--- config.mk ---
export PLATFORM = sky130hd
export DESIGN_NAME = xb_mem8_regbank_ctrl
export DESIGN_NICKNAME = d
export VERILOG_FILES = /design/src/rtl/xb_mem8_pkg.sv /design/src/rtl/xb_prefetch_buf.sv /design/src/rtl/xb_mem8_regbank_ctrl.sv
export SDC_FILE = /design/constraint.sdc
export NUM_CORES = 2
export LEC_CHECK = 0
export CAP_MARGIN = 30
export CORE_ASPECT_RATIO = 0.75
export CORE_MARGIN = 2
export CORE_UTILIZATION = 40
export DETAILED_ROUTE_END_ITERATION = 8
export GPL_ROUTABILITY_DRIVEN = 0
export GPL_TIMING_DRIVEN = 0
export PLACE_DENSITY = 0.53
export SLEW_MARGIN = 5
export SYNTH_ARGS = -nofsm -noshare
export SYNTH_HDL_FRONTEND = slang
export SYNTH_SLANG_ARGS = --single-unit
--- constraint.sdc ---
create_clock -name bus_clk -period 2.39 [get_ports bus_clk]
set_clock_uncertainty 0.1 [all_clocks]
set_input_delay 0.478 -clock bus_clk [delete_from_list [all_inputs] [get_ports bus_clk]]
set_output_delay 0.478 -clock bus_clk [all_outputs]
set_load 0.005 [all_outputs]
--- src/rtl/xb_mem8_pkg.sv ---
// Shared definitions for the mem_8 register bank controller: default widths,
// the read-side state encoding and the index of the LED register.
package xb_mem8_pkg;

    localparam int ADDR_W_DEF = 5;
    localparam int DATA_W_DEF = 32;

    // Read-side control states
    typedef enum logic [1:0] {
        CLOSED = 2'd0,
        FLUSH  = 2'd1,
        RUN    = 2'd2
    } state_e;

    // Bank word whose low nibble drives the board LEDs
    localparam int LED_REG = 0;

endpackage

--- src/rtl/xb_prefetch_buf.sv ---
// Two-entry first-word-fall-through buffer sitting between the registered
// bank read and the host read port. Entry 0 is always the head.
module xb_prefetch_buf #(
    parameter int DATA_W = 32
) (
    input  logic              clk_i,
    input  logic              rst_ni,
    input  logic              flush_i,
    input  logic              push_i,
    input  logic [DATA_W-1:0] push_data_i,
    input  logic              pop_i,
    output logic [DATA_W-1:0] head_o,
    output logic [1:0]        count_o,
    output logic              empty_o
);

    logic [DATA_W-1:0] ent0_q, ent0_d;
    logic [DATA_W-1:0] ent1_q, ent1_d;
    logic [1:0]        count_q, count_d;
    logic              pop_ok;
    logic              push_ok;

    assign pop_ok  = pop_i & (count_q != 2'd0);
    assign push_ok = push_i & ((count_q != 2'd2) | pop_ok);

    // Next contents: a flush empties the buffer, otherwise shift on pop and fill the first free slot on push
    always_comb begin
        ent0_d  = ent0_q;
        ent1_d  = ent1_q;
        count_d = count_q;
        if (flush_i) begin
            count_d = 2'd0;
            if (push_i) begin
                ent0_d  = push_data_i;
                count_d = 2'd1;
            end
        end else begin
            case ({push_ok, pop_ok})
                2'b01: begin
                    ent0_d  = ent1_q;
                    count_d = count_q - 2'd1;
                end
                2'b10: begin
                    if (count_q == 2'd0) begin
                        ent0_d = push_data_i;
                    end else begin
                        ent1_d = push_data_i;
                    end
                    count_d = count_q + 2'd1;
                end
                2'b11: begin
                    if (count_q == 2'd1) begin
                        ent0_d = push_data_i;
                    end else begin
                        ent0_d = ent1_q;
                        ent1_d = push_data_i;
                    end
                end
                default: begin
                end
            endcase
        end
    end

    // Buffer storage and occupancy
    always_ff @(posedge clk_i or negedge rst_ni) begin
        if (!rst_ni) begin
            ent0_q  <= '0;
            ent1_q  <= '0;
            count_q <= 2'd0;
        end else begin
            ent0_q  <= ent0_d;
            ent1_q  <= ent1_d;
            count_q <= count_d;
        end
    end

    assign head_o  = ent0_q;
    assign count_o = count_q;
    assign empty_o = (count_q == 2'd0);

endmodule

--- src/rtl/xb_mem8_regbank_ctrl.sv ---
// Seekable mem_8 user-port controller: a DEPTH x DATA_W register bank with a
// write pointer, a read pointer served through a 2-entry prefetch buffer, and
// a fetch pointer that runs ahead of the read pointer.
// Optional feature macro: XB_MEM8_EOF_EN (stop fetching at the last word and
// raise eof once it has been popped).
module xb_mem8_regbank_ctrl
    import xb_mem8_pkg::*;
#(
    parameter int ADDR_W = ADDR_W_DEF,
    parameter int DATA_W = DATA_W_DEF
) (
    input  logic              bus_clk,
    input  logic              trn_reset_n,
    input  logic              quiesce,
    input  logic [ADDR_W-1:0] user_mem_8_addr,
    input  logic              user_mem_8_addr_update,
    input  logic              user_w_mem_8_open,
    input  logic              user_w_mem_8_wren,
    input  logic [DATA_W-1:0] user_w_mem_8_data,
    output logic              user_w_mem_8_full,
    input  logic              user_r_mem_8_open,
    input  logic              user_r_mem_8_rden,
    output logic [DATA_W-1:0] user_r_mem_8_data,
    output logic              user_r_mem_8_empty,
    output logic              user_r_mem_8_eof,
    output logic [3:0]        gpio_led
);

    localparam int                DEPTH   = 1 << ADDR_W;
    localparam logic [ADDR_W-1:0] LED_IDX = ADDR_W'(LED_REG);

    logic [DATA_W-1:0] bank_q [DEPTH];
    logic [ADDR_W-1:0] wptr_q, wptr_d;
    logic [ADDR_W-1:0] rptr_q, rptr_d;
    logic [ADDR_W-1:0] fptr_q, fptr_d;
    state_e            state_q, state_d;

    logic              seek;
    logic              wr_acc;
    logic              pop;
    logic              flush_buf;
    logic              fetch_room;
    logic              fetch_blocked;
    logic              fetch;
    logic [ADDR_W-1:0] fetch_addr;
    logic [1:0]        buf_count;
    logic              buf_empty;

    assign user_w_mem_8_full = quiesce | ~user_w_mem_8_open;
    assign seek              = user_mem_8_addr_update;
    assign wr_acc            = user_w_mem_8_wren & ~user_w_mem_8_full;
    assign pop               = user_r_mem_8_rden & ~buf_empty;

    // Anything that can make buffered words stale empties the buffer; a closed port holds it empty
    assign flush_buf = seek | wr_acc | quiesce | ~user_r_mem_8_open | (state_q == CLOSED);

    // The FLUSH cycle restarts fetching from the read pointer; RUN continues from the fetch pointer
    assign fetch_addr = (state_q == FLUSH) ? rptr_q : fptr_q;
    assign fetch_room = (state_q == FLUSH) | ((state_q == RUN) & (buf_count < 2'd2));
    assign fetch      = ~flush_buf & fetch_room & ~fetch_blocked;

`ifdef XB_MEM8_EOF_EN
    localparam logic [ADDR_W-1:0] LAST_ADDR = {ADDR_W{1'b1}};

    logic fetch_done_q, fetch_done_d;
    logic eof_q, eof_d;

    // Remember that the last word has been fetched, and flag eof once it has been popped
    always_comb begin
        fetch_done_d = fetch_done_q;
        eof_d        = eof_q;
        if (flush_buf) begin
            fetch_done_d = 1'b0;
            eof_d        = 1'b0;
        end else begin
            if (fetch && (fetch_addr == LAST_ADDR)) begin
                fetch_done_d = 1'b1;
            end
            if (pop && (rptr_q == LAST_ADDR)) begin
                eof_d = 1'b1;
            end
        end
    end

    // End-of-space tracking registers
    always_ff @(posedge bus_clk or negedge trn_reset_n) begin
        if (!trn_reset_n) begin
            fetch_done_q <= 1'b0;
            eof_q        <= 1'b0;
        end else begin
            fetch_done_q <= fetch_done_d;
            eof_q        <= eof_d;
        end
    end

    assign fetch_blocked    = fetch_done_q;
    assign user_r_mem_8_eof = eof_q;
`else
    assign fetch_blocked    = 1'b0;
    assign user_r_mem_8_eof = 1'b0;
`endif

    // Pointer updates in priority order: pop and write advance, flush realigns fetch, seek overrides all
    always_comb begin
        rptr_d = rptr_q;
        wptr_d = wptr_q;
        fptr_d = fptr_q;
        if (pop) begin
            rptr_d = rptr_q + 1'b1;
        end
        if (wr_acc) begin
            wptr_d = wptr_q + 1'b1;
        end
        if (flush_buf) begin
            fptr_d = rptr_d;
        end else if (fetch) begin
            fptr_d = fetch_addr + 1'b1;
        end
        if (seek) begin
            rptr_d = user_mem_8_addr;
            wptr_d = user_mem_8_addr;
            fptr_d = user_mem_8_addr;
        end
    end

    // Read-side state: closing wins, any flush cause holds FLUSH for a cycle, otherwise RUN
    always_comb begin
        state_d = state_q;
        if (!user_r_mem_8_open) begin
            state_d = CLOSED;
        end else begin
            case (state_q)
                CLOSED:      state_d = FLUSH;
                FLUSH, RUN:  state_d = (seek | wr_acc | quiesce) ? FLUSH : RUN;
                default:     state_d = CLOSED;
            endcase
        end
    end

    // Pointer and state registers
    always_ff @(posedge bus_clk or negedge trn_reset_n) begin
        if (!trn_reset_n) begin
            wptr_q  <= '0;
            rptr_q  <= '0;
            fptr_q  <= '0;
            state_q <= CLOSED;
        end else begin
            wptr_q  <= wptr_d;
            rptr_q  <= rptr_d;
            fptr_q  <= fptr_d;
            state_q <= state_d;
        end
    end

    // Register bank; a write lands at the pointer value from before any same-cycle seek
    always_ff @(posedge bus_clk or negedge trn_reset_n) begin
        if (!trn_reset_n) begin
            for (int i = 0; i < DEPTH; i++) begin
                bank_q[i] <= '0;
            end
        end else if (wr_acc) begin
            bank_q[wptr_q] <= user_w_mem_8_data;
        end
    end

    xb_prefetch_buf #(
        .DATA_W (DATA_W)
    ) u_prefetch (
        .clk_i       (bus_clk),
        .rst_ni      (trn_reset_n),
        .flush_i     (flush_buf),
        .push_i      (fetch),
        .push_data_i (bank_q[fetch_addr]),
        .pop_i       (pop),
        .head_o      (user_r_mem_8_data),
        .count_o     (buf_count),
        .empty_o     (buf_empty)
    );

    assign user_r_mem_8_empty = buf_empty;
    assign gpio_led           = bank_q[LED_IDX][3:0];

endmodule
# Yosys cells after proc, flatten, opt, wreduce, memory -nomap -nowiden
# Index checks and enable logic that the tools add are counted.
dict set report totals {
  output_inout_bits 39
  reg_bits 1107
  wordCells 119
  inputBits 45
}
dict set report op_classes {
  n_eq_ne 11
  bitwise_logic 20
  muxes 28
  add_sub_neg 5
  magnitude_cmp 4
  n_reduce_logical 12
}
# operator count
set op_table {}
lappend op_table {{$bwmux W1024} 1}
lappend op_table {{$mux W32} 9}
lappend op_table {{$bmux W32 S5} 1}
lappend op_table {{$demux W32 S5} 1}
lappend op_table {{$pmux W32 S3} 1}
lappend op_table {{$pmux W32 S2} 1}
lappend op_table {{$mux W5} 8}
lappend op_table {{$add A5 B1 Y5 const B} 3}
lappend op_table {{$ge A6 B6 Y1 const B} 2}
lappend op_table {{$not A5 Y6} 2}
lappend op_table {{$pmux W2 S2} 2}
lappend op_table {{$or A1 B1 Y1} 7}
lappend op_table {{$and A1 B1 Y1} 6}
lappend op_table {{$eq A2 B1 Y1 const B} 3}
lappend op_table {{$eq A2 B2 Y1 const B} 3}
lappend op_table {{$lt A6 B1 Y1 const B} 1}
lappend op_table {{$mux W2} 3}
lappend op_table {{$ne A2 B2 Y1 const B} 3}
lappend op_table {{$reduce_bool A2 Y1} 3}
lappend op_table {{$reduce_bool A3 Y1} 2}
lappend op_table {{$not A1 Y1} 5}
lappend op_table {{$logic_not A2 Y1} 2}
lappend op_table {{$reduce_and A4 Y1} 1}
lappend op_table {{$reduce_bool A4 Y1} 1}
lappend op_table {{other kinds (9)} 9}

# Logic depth before layout (Yosys ltp)
dict set report logic_depth {
  ltp_word 14
  ltp_mapped 13
  mapped_depth_nobuf 9
}

# Modules after synthesis
# From an unflattened synthesis, not the netlist that was laid out.
dict set report hier_totals {
  hier_cells 4046
  hier_area_um2 51320.5
}
# mod cells_per_inst seq_area_each_um2 area_per_inst_um2 n_inst
set modules_own_cells {}
lappend modules_own_cells {xb_mem8_regbank_ctrl 3848 26050.0 48287.6 1}
lappend modules_own_cells {xb_prefetch_buf 198 1651.6 3032.9 1}

# Worst setup path after synthesis
# Ideal clock, no wire load.
dict set report synth_path {
  path_type {register to register}
  from {register state_q[1]}
  to {register fptr_q[2]}
  slack_ps -169
  n_path_buf 4
  required_time_ps 2170
  synth_period_minus_slack_ps 2559
  stages_incl_launch_ff 14
  arrival_time_ps 2339
  setup_time_ps 120
  path_cell_list {dfrtp_1 -> inv_1 -> ha_1 -> buf_4 -> mux2i_1 -> buf_2 -> buf_2 -> inv_1 -> buf_1 -> ha_1 -> xor2_1 -> mux2i_1 -> a221oi_1 -> a31o_2}
}
dict set report synth_between {
  elab_chain_len 6
  elab_cells_between_ends 14
}
# item line_no
set synth_lines {}
lappend synth_lines {{start, declared} xb_mem8_regbank_ctrl.sv:36} ;# state_e state_q, state_d;
lappend synth_lines {{start signal, assigned} xb_mem8_regbank_ctrl.sv:151} ;# state_q <= state_d;
lappend synth_lines {{$eq A2 B1 Y1} {xb_mem8_regbank_ctrl.sv:58, xb_mem8_regbank_ctrl.sv:59}}
lappend synth_lines {{$mux W5} xb_mem8_regbank_ctrl.sv:58} ;# assign fetch_addr = (state_q == FLUSH) ? rptr_q : fptr_q;
lappend synth_lines {{$add A5 B1 Y5} xb_mem8_regbank_ctrl.sv:117} ;# fptr_d = fetch_addr + 1'b1;
lappend synth_lines {{$mux W5} xb_mem8_regbank_ctrl.sv:116} ;# end else if (fetch) begin
lappend synth_lines {{$mux W5} xb_mem8_regbank_ctrl.sv:114} ;# if (flush_buf) begin
lappend synth_lines {{$mux W5} xb_mem8_regbank_ctrl.sv:119} ;# if (seek) begin
lappend synth_lines {{end signal, assigned} xb_mem8_regbank_ctrl.sv:150} ;# fptr_q <= fptr_d;
lappend synth_lines {{end, declared} xb_mem8_regbank_ctrl.sv:35} ;# logic [ADDR_W-1:0] fptr_q, fptr_d;
# Parallel ways exist; a longest one is shown, timed or not. The select of a mux whose other input is x is not followed.
# A chain may end at the register's enable or synchronous reset.

# Final worst setup path
dict set report layout_path {
  from {register state_q[1]}
  to {register u_prefetch.ent1_q[16]}
}
dict set report layout_between {
  elab_chain_len 8
  elab_cells_between_ends 23
}
# item line_no
set layout_lines {}
lappend layout_lines {{$eq A2 B1 Y1 (tied with other cells)} {xb_mem8_regbank_ctrl.sv:58, xb_mem8_regbank_ctrl.sv:59}}
lappend layout_lines {{$mux W5 (tied with other cells)} xb_mem8_regbank_ctrl.sv:58}
lappend layout_lines {{$not A5 Y6 (implied by the code) (tied with other cells)} xb_mem8_regbank_ctrl.sv:173} ;# .push_data_i (bank_q[fetch_addr]),
lappend layout_lines {{$bmux W32 S5 or $and A1 B1 Y1 (tied branches)} {xb_mem8_regbank_ctrl.sv:173, xb_mem8_regbank_ctrl.sv:60}}
lappend layout_lines {{$mux W32 (implied by the code) or $and A1 B1 Y1 (tied branches)} {xb_mem8_regbank_ctrl.sv:173, xb_prefetch_buf.sv:24}}
lappend layout_lines {{$mux W32 (implied by the code) or $eq A2 B2 Y1 (tied branches)} {xb_mem8_regbank_ctrl.sv:173, xb_prefetch_buf.sv:38}}
lappend layout_lines {{$mux W32 (tied with other cells)} xb_prefetch_buf.sv:52} ;# if (count_q == 2'd1) begin
lappend layout_lines {{$pmux W32 S2 or $reduce_and A4 Y1 (tied branches)} --}
lappend layout_lines {{end signal, assigned} xb_prefetch_buf.sv:73} ;# ent1_q <= ent1_d;
lappend layout_lines {{end, declared} xb_prefetch_buf.sv:18} ;# logic [DATA_W-1:0] ent1_q, ent1_d;
# Parallel ways exist; a longest one is shown, timed or not. The select of a mux whose other input is x is not followed.

==> out/results.md <==
| Metric | Reported | Unit |
| --- | --- | --- |
| Most heavily used metal layer in global routing | met1 | - |
| Area Growth Syn to Fin | 25.8 | % |
| Count of state elements after synthesis | 1,107 | - |
| Buffers & Inverters on Critical Path | 7 | - |
| Switching share of total power | 0.323 | - |
| Combinational cell fraction of total power | 0.263 | - |
| Worst endpoint data arrival time | 3.52 | ns |
| Cells traversed along the worst timing path | inv_2, ha_4, buf_8, mux2i_4, buf_8, buf_12, buf_12, clkbuf_16, clkbuf_16, mux2i_4, o221ai_4, o22ai_4, o211ai_1 | - |
| Post-synth ARST share | 1.00 | - |
| Switching component of the power | 0.0180 | W |
| Slack of the worst reg-to-reg path | -0.60 | ns |
| Peak ir drop on the vdd network | 0.637 | mV |
| Number of nets still failing antenna checks after routing | 0 | - |
| I/O pin count | 84 | - |
| Top cells by area in the synthesized netlist | dfrtp_1 (52%), mux2_2 (22%), nand2_1 (4.5%) | - |
| Top cells by count, synth | dfrtp_1 (1,107), mux2_2 (1,027), nand2_1 (641), a22oi_1 (290), clkbuf_1 (235) | - |
| Clock insertion delay at the later pin of the skew report | 0.77 | ns |
| Placeable core region | 0.133 | mm² |
| Met2 track utilization from global routing | 0.415 | - |
| Clk pin slew, worst setup/hold paths | 0.06 | ns |
| Drt wl/cell | 30.7 | µm |
| Number of clock buffers inserted by TritonCTS | 116 | - |
| Library cell with the highest instance count after synthesis | dfrtp_1 | - |
| Placed Cells incl. Taps | 6,458 | - |
| Layout cell share with drive strength beyond 1 | 0.423 | - |
| Worst-case headroom to the max-slew limit | 0.404 | - |
| Initial core utilization | 0.402 | - |
| Library cell contributing the largest single delay on the critical path | dfrtp_1 | - |
| Number of stages on the worst hold path | 3 | - |
| Clock tree buffer depth | 3 | - |
| Crit path time final | 2.99 | ns |
| Number of instances in the synthesized netlist | 4,580 | - |
| Total Power | 0.0558 | W |
| Setup violations, final | 168 | - |
| Vias | 41,898 | - |
| Yosys warning total | 0 | - |
| Stage delay of the slowest cell on the critical path | 0.39 | ns |
| Capture endpoint of the worst hold path | wptr_q[4]$_DFFE_PN0P_ | - |
| Non-filler instance count after layout | 6,810 | - |
| Number of core rows | 116 | - |
| CP max FO | 5 | - |
| Global route total overflow | 0 | - |
| Critical path's top delay family | buffers and inverters | - |
| Global-route wire length before repair | 291,000 | µm |
| Sinks on the clock net | 1,107 | - |
| Largest area contributor in the netlist | dfrtp_1 | - |
| Final-stage net count | 5,003 | - |
| Post-synthesis cell type count | 49 | - |
| Cell at the root of the clock tree | clkbuf_16 | - |
| Worst reg2reg endpoint | u_prefetch.ent1_q[16]$_DFFE_PN0P_ | - |
| H-tree levels | 3 | - |
| Met1 Use GR | 0.440 | - |
| Chip height | 321 | µm |
| Reg-to-Reg Start | state_q[1]$_DFF_PN0_ | - |
| Estimated wirelength of the detail-placed design | 142,000 | µm |
| Average cell area after synthesis | 11.7 | µm² |
| F_max | 334 | MHz |
| Cell depth of the worst flop-to-flop path | 13 | - |
| Global routing met3 resource utilization | 0.0638 | - |
| Clk network pwr share | 0.330 | - |
| Startpoint class of the critical path | register | - |
| Internal power of the cells | 0.0378 | W |
| Setup repair after global routing missed its margin | yes | - |
| Worst Setup Slack, final | -0.601 | ns |
| Avg Vias per Cell | 6.15 | - |
| Violations in the final reports | setup timing | - |
| Synthesized netlist net count | 4,638 | - |
| Count of pins over their slew limit | 0 | - |
| Launch point of the worst hold path | user_mem_8_addr_update | - |
| Slew at the pin closest to its max-slew limit | 0.894 | ns |
| Total count of hold-check failures in the final report | 0 | - |
| Number of buffer cells added on primary ports | 81 | - |
| Sequential element share of the synthesized area | 0.517 | - |
| Detailed-router iteration count before antenna repair | 6 | - |
| Count of flip-flops with a built-in enable after synthesis | 0 | - |
| Run status | finished with violations | - |
| LEAKAGE | 29.8 | nW |
| Total routing usage reported by global routing | 0.295 | - |
| Iter 0 DRT Violations | 4,919 | - |
| Ratio of final minimum period to clock period | 1.25 | - |
| WP data required | 2.92 | ns |
| Primary flip-flop cell chosen by synthesis mapping | dfrtp_1 | - |
| Mapped cell area | 0.0535 | mm² |
| Aggregate routed wire length | 209,000 | µm |
| Power density over the cells | 829 | mW/mm² |
| CP endpoint kind | register | - |
| Final routed DRC violation total | 0 | - |
| Clock tree from TritonCTS | done | - |
| Class of the most critical hold timing path | in2reg | - |
| Maximum number of pins on one net before global-route repair | 153 | - |
| Share of Yosys cell area claimed by the top area cell type | 0.517 | - |
| Sequential power share | 0.407 | - |
| Classification of the worst setup path | reg2reg | - |
| Max cap viols | 0 | - |
| Initial antenna violation count | 6 | - |
| Number of global-route vias before repair | 39,769 | - |
| Total Die Area | 0.137 | mm² |
| Die Span X | 426 | µm |
==> what timing repair did <==
action                                  in CTS  in global routing
hold buffers                                 5                  2
buffers inserted                            54                 59
endpoints found under the hold margin      206                208
resized for setup                          644                687
endpoints found under the setup margin    1058               1495
gates cloned                                15                 17
pin swaps                                   75                152
==> through the flow <==
| stage | setup WS [ns] | utilization | hold slack, ns | cell area, µm² | setup TNS [ns] |
|---|---|---|---|---|---|
| after floorplan | -0.0286 | - | 0.0824 | 53600 | -0.216 |
| after global placement | -52.32 | 0.425 | 0.378 | 56600 | - |
| after detailed placement | -1.87 | 0.429 | 0.274 | 57100 | -1380.62 |
| after CTS | -0.608 | 0.482 | 0.0345 | 64200 | -371.31 |
| after global routing | -0.638 | 0.506 | 0.0756 | 67400 | -88.68 |
| final | -0.601 | 0.506 | 0.0829 | 67400 | -52.39 |
==> metal layers <==
| layer | wire length (µm) | vias to the layer above |
|---|---|---|
| li1 | - | 17592 |
| met5 | 13 | - |
| met1 | 93900 | 21956 |
| met3 | 19200 | 380 |
| met4 | 9500 | 2 |
| met2 | 86400 | 1968 |
==> cells in the final DEF, fill, tap and decap left out, types with 99 or more instances in the layout <==
| cell type | instances |
|---|---|
| dfrtp_1 | 1100 |
| mux2_2 | 1027 |
| clkbuf_1 | 140 |
| mux2i_1 | 160 |
| a22oi_1 | 276 |
| clkbuf_16 | 135 |
| nand2_1 | 625 |
| o22ai_1 | 123 |
| buf_4 | 99 |
| a21oi_1 | 149 |
==> logic make-up after synthesis <==
group,after synthesis,synth area share
xor+xnor,12,0.00196
buf+inv,456,0.0361
mux,1257,0.259
compound gates,927,0.121
other cells,1,0.0000700
flops,1107,0.517
fa+ha+maj,13,0.00304
simple gates,807,0.0614
==> registers in the layout, indices dropped and copies added (netlist names) <==
register	count
u_prefetch.ent1_q	32
state_q	2
u_prefetch.head_o	32
rptr_q	5
bank_q	1020
fptr_q	5
wptr_q	5
gpio_led	4
u_prefetch.count_o	2
==> power groups by stage <==
stage               registers, W  logic (W)  clock network, W
floorplan                 0.0224    0.00652                 0
global placement          0.0229     0.0103                 0
detailed placement        0.0229     0.0109                 0
CTS                       0.0226     0.0129            0.0186
global route              0.0230     0.0153            0.0194
finish                    0.0227     0.0147            0.0184
==> worst reg2reg max path, stage by stage (launching register included) <==
cell and delay (ns):
dfrtp_1 0.39, inv_2 0.08, ha_4 0.19, buf_8 0.14, mux2i_4 0.29, buf_8 0.18, buf_12 0.13, buf_12 0.11
clkbuf_16 0.19, clkbuf_16 0.21, mux2i_4 0.28, o221ai_4 0.17, o22ai_4 0.29, o211ai_1 0.13
==> area by class of cell <==
cell class / count / area [µm²]
Antenna cell: 1 / 2.50
Buffer: 438 / 3280
Clock buffer: 176 / 3400
Clock inverter: 36 / 362
Fill cell: 11677 / 65700
Inverter: 10 / 43.8
Multi-Input combinational cell: 3017 / 26900
Sequential cell: 1107 / 27700
Tap cell: 1770 / 2210
Timing Repair Buffer: 255 / 3470
==> worst max-delay path by stage <==
stage	to	depth (start not counted)	slack, ns	start
2_1_floorplan	u_prefetch.ent1_q[0]$_DFFE_PN0P_	11	-0.03	state_q[1]$_DFF_PN0_
3_3_place_gp	bank_q[791]$_DFFE_PN0P_	1	-52.32	trn_reset_n
3_5_place_dp	u_prefetch.head_o[23]$_DFFE_PN0P_	11	-1.87	state_q[1]$_DFF_PN0_
4_1_cts	u_prefetch.ent1_q[20]$_DFFE_PN0P_	13	-0.61	state_q[1]$_DFF_PN0_
5_1_grt	u_prefetch.ent1_q[16]$_DFFE_PN0P_	13	-0.64	state_q[1]$_DFF_PN0_
6_report	u_prefetch.ent1_q[16]$_DFFE_PN0P_	13	-0.60	state_q[1]$_DFF_PN0_
Note: power is estimated with default switching activity, not from simulation.
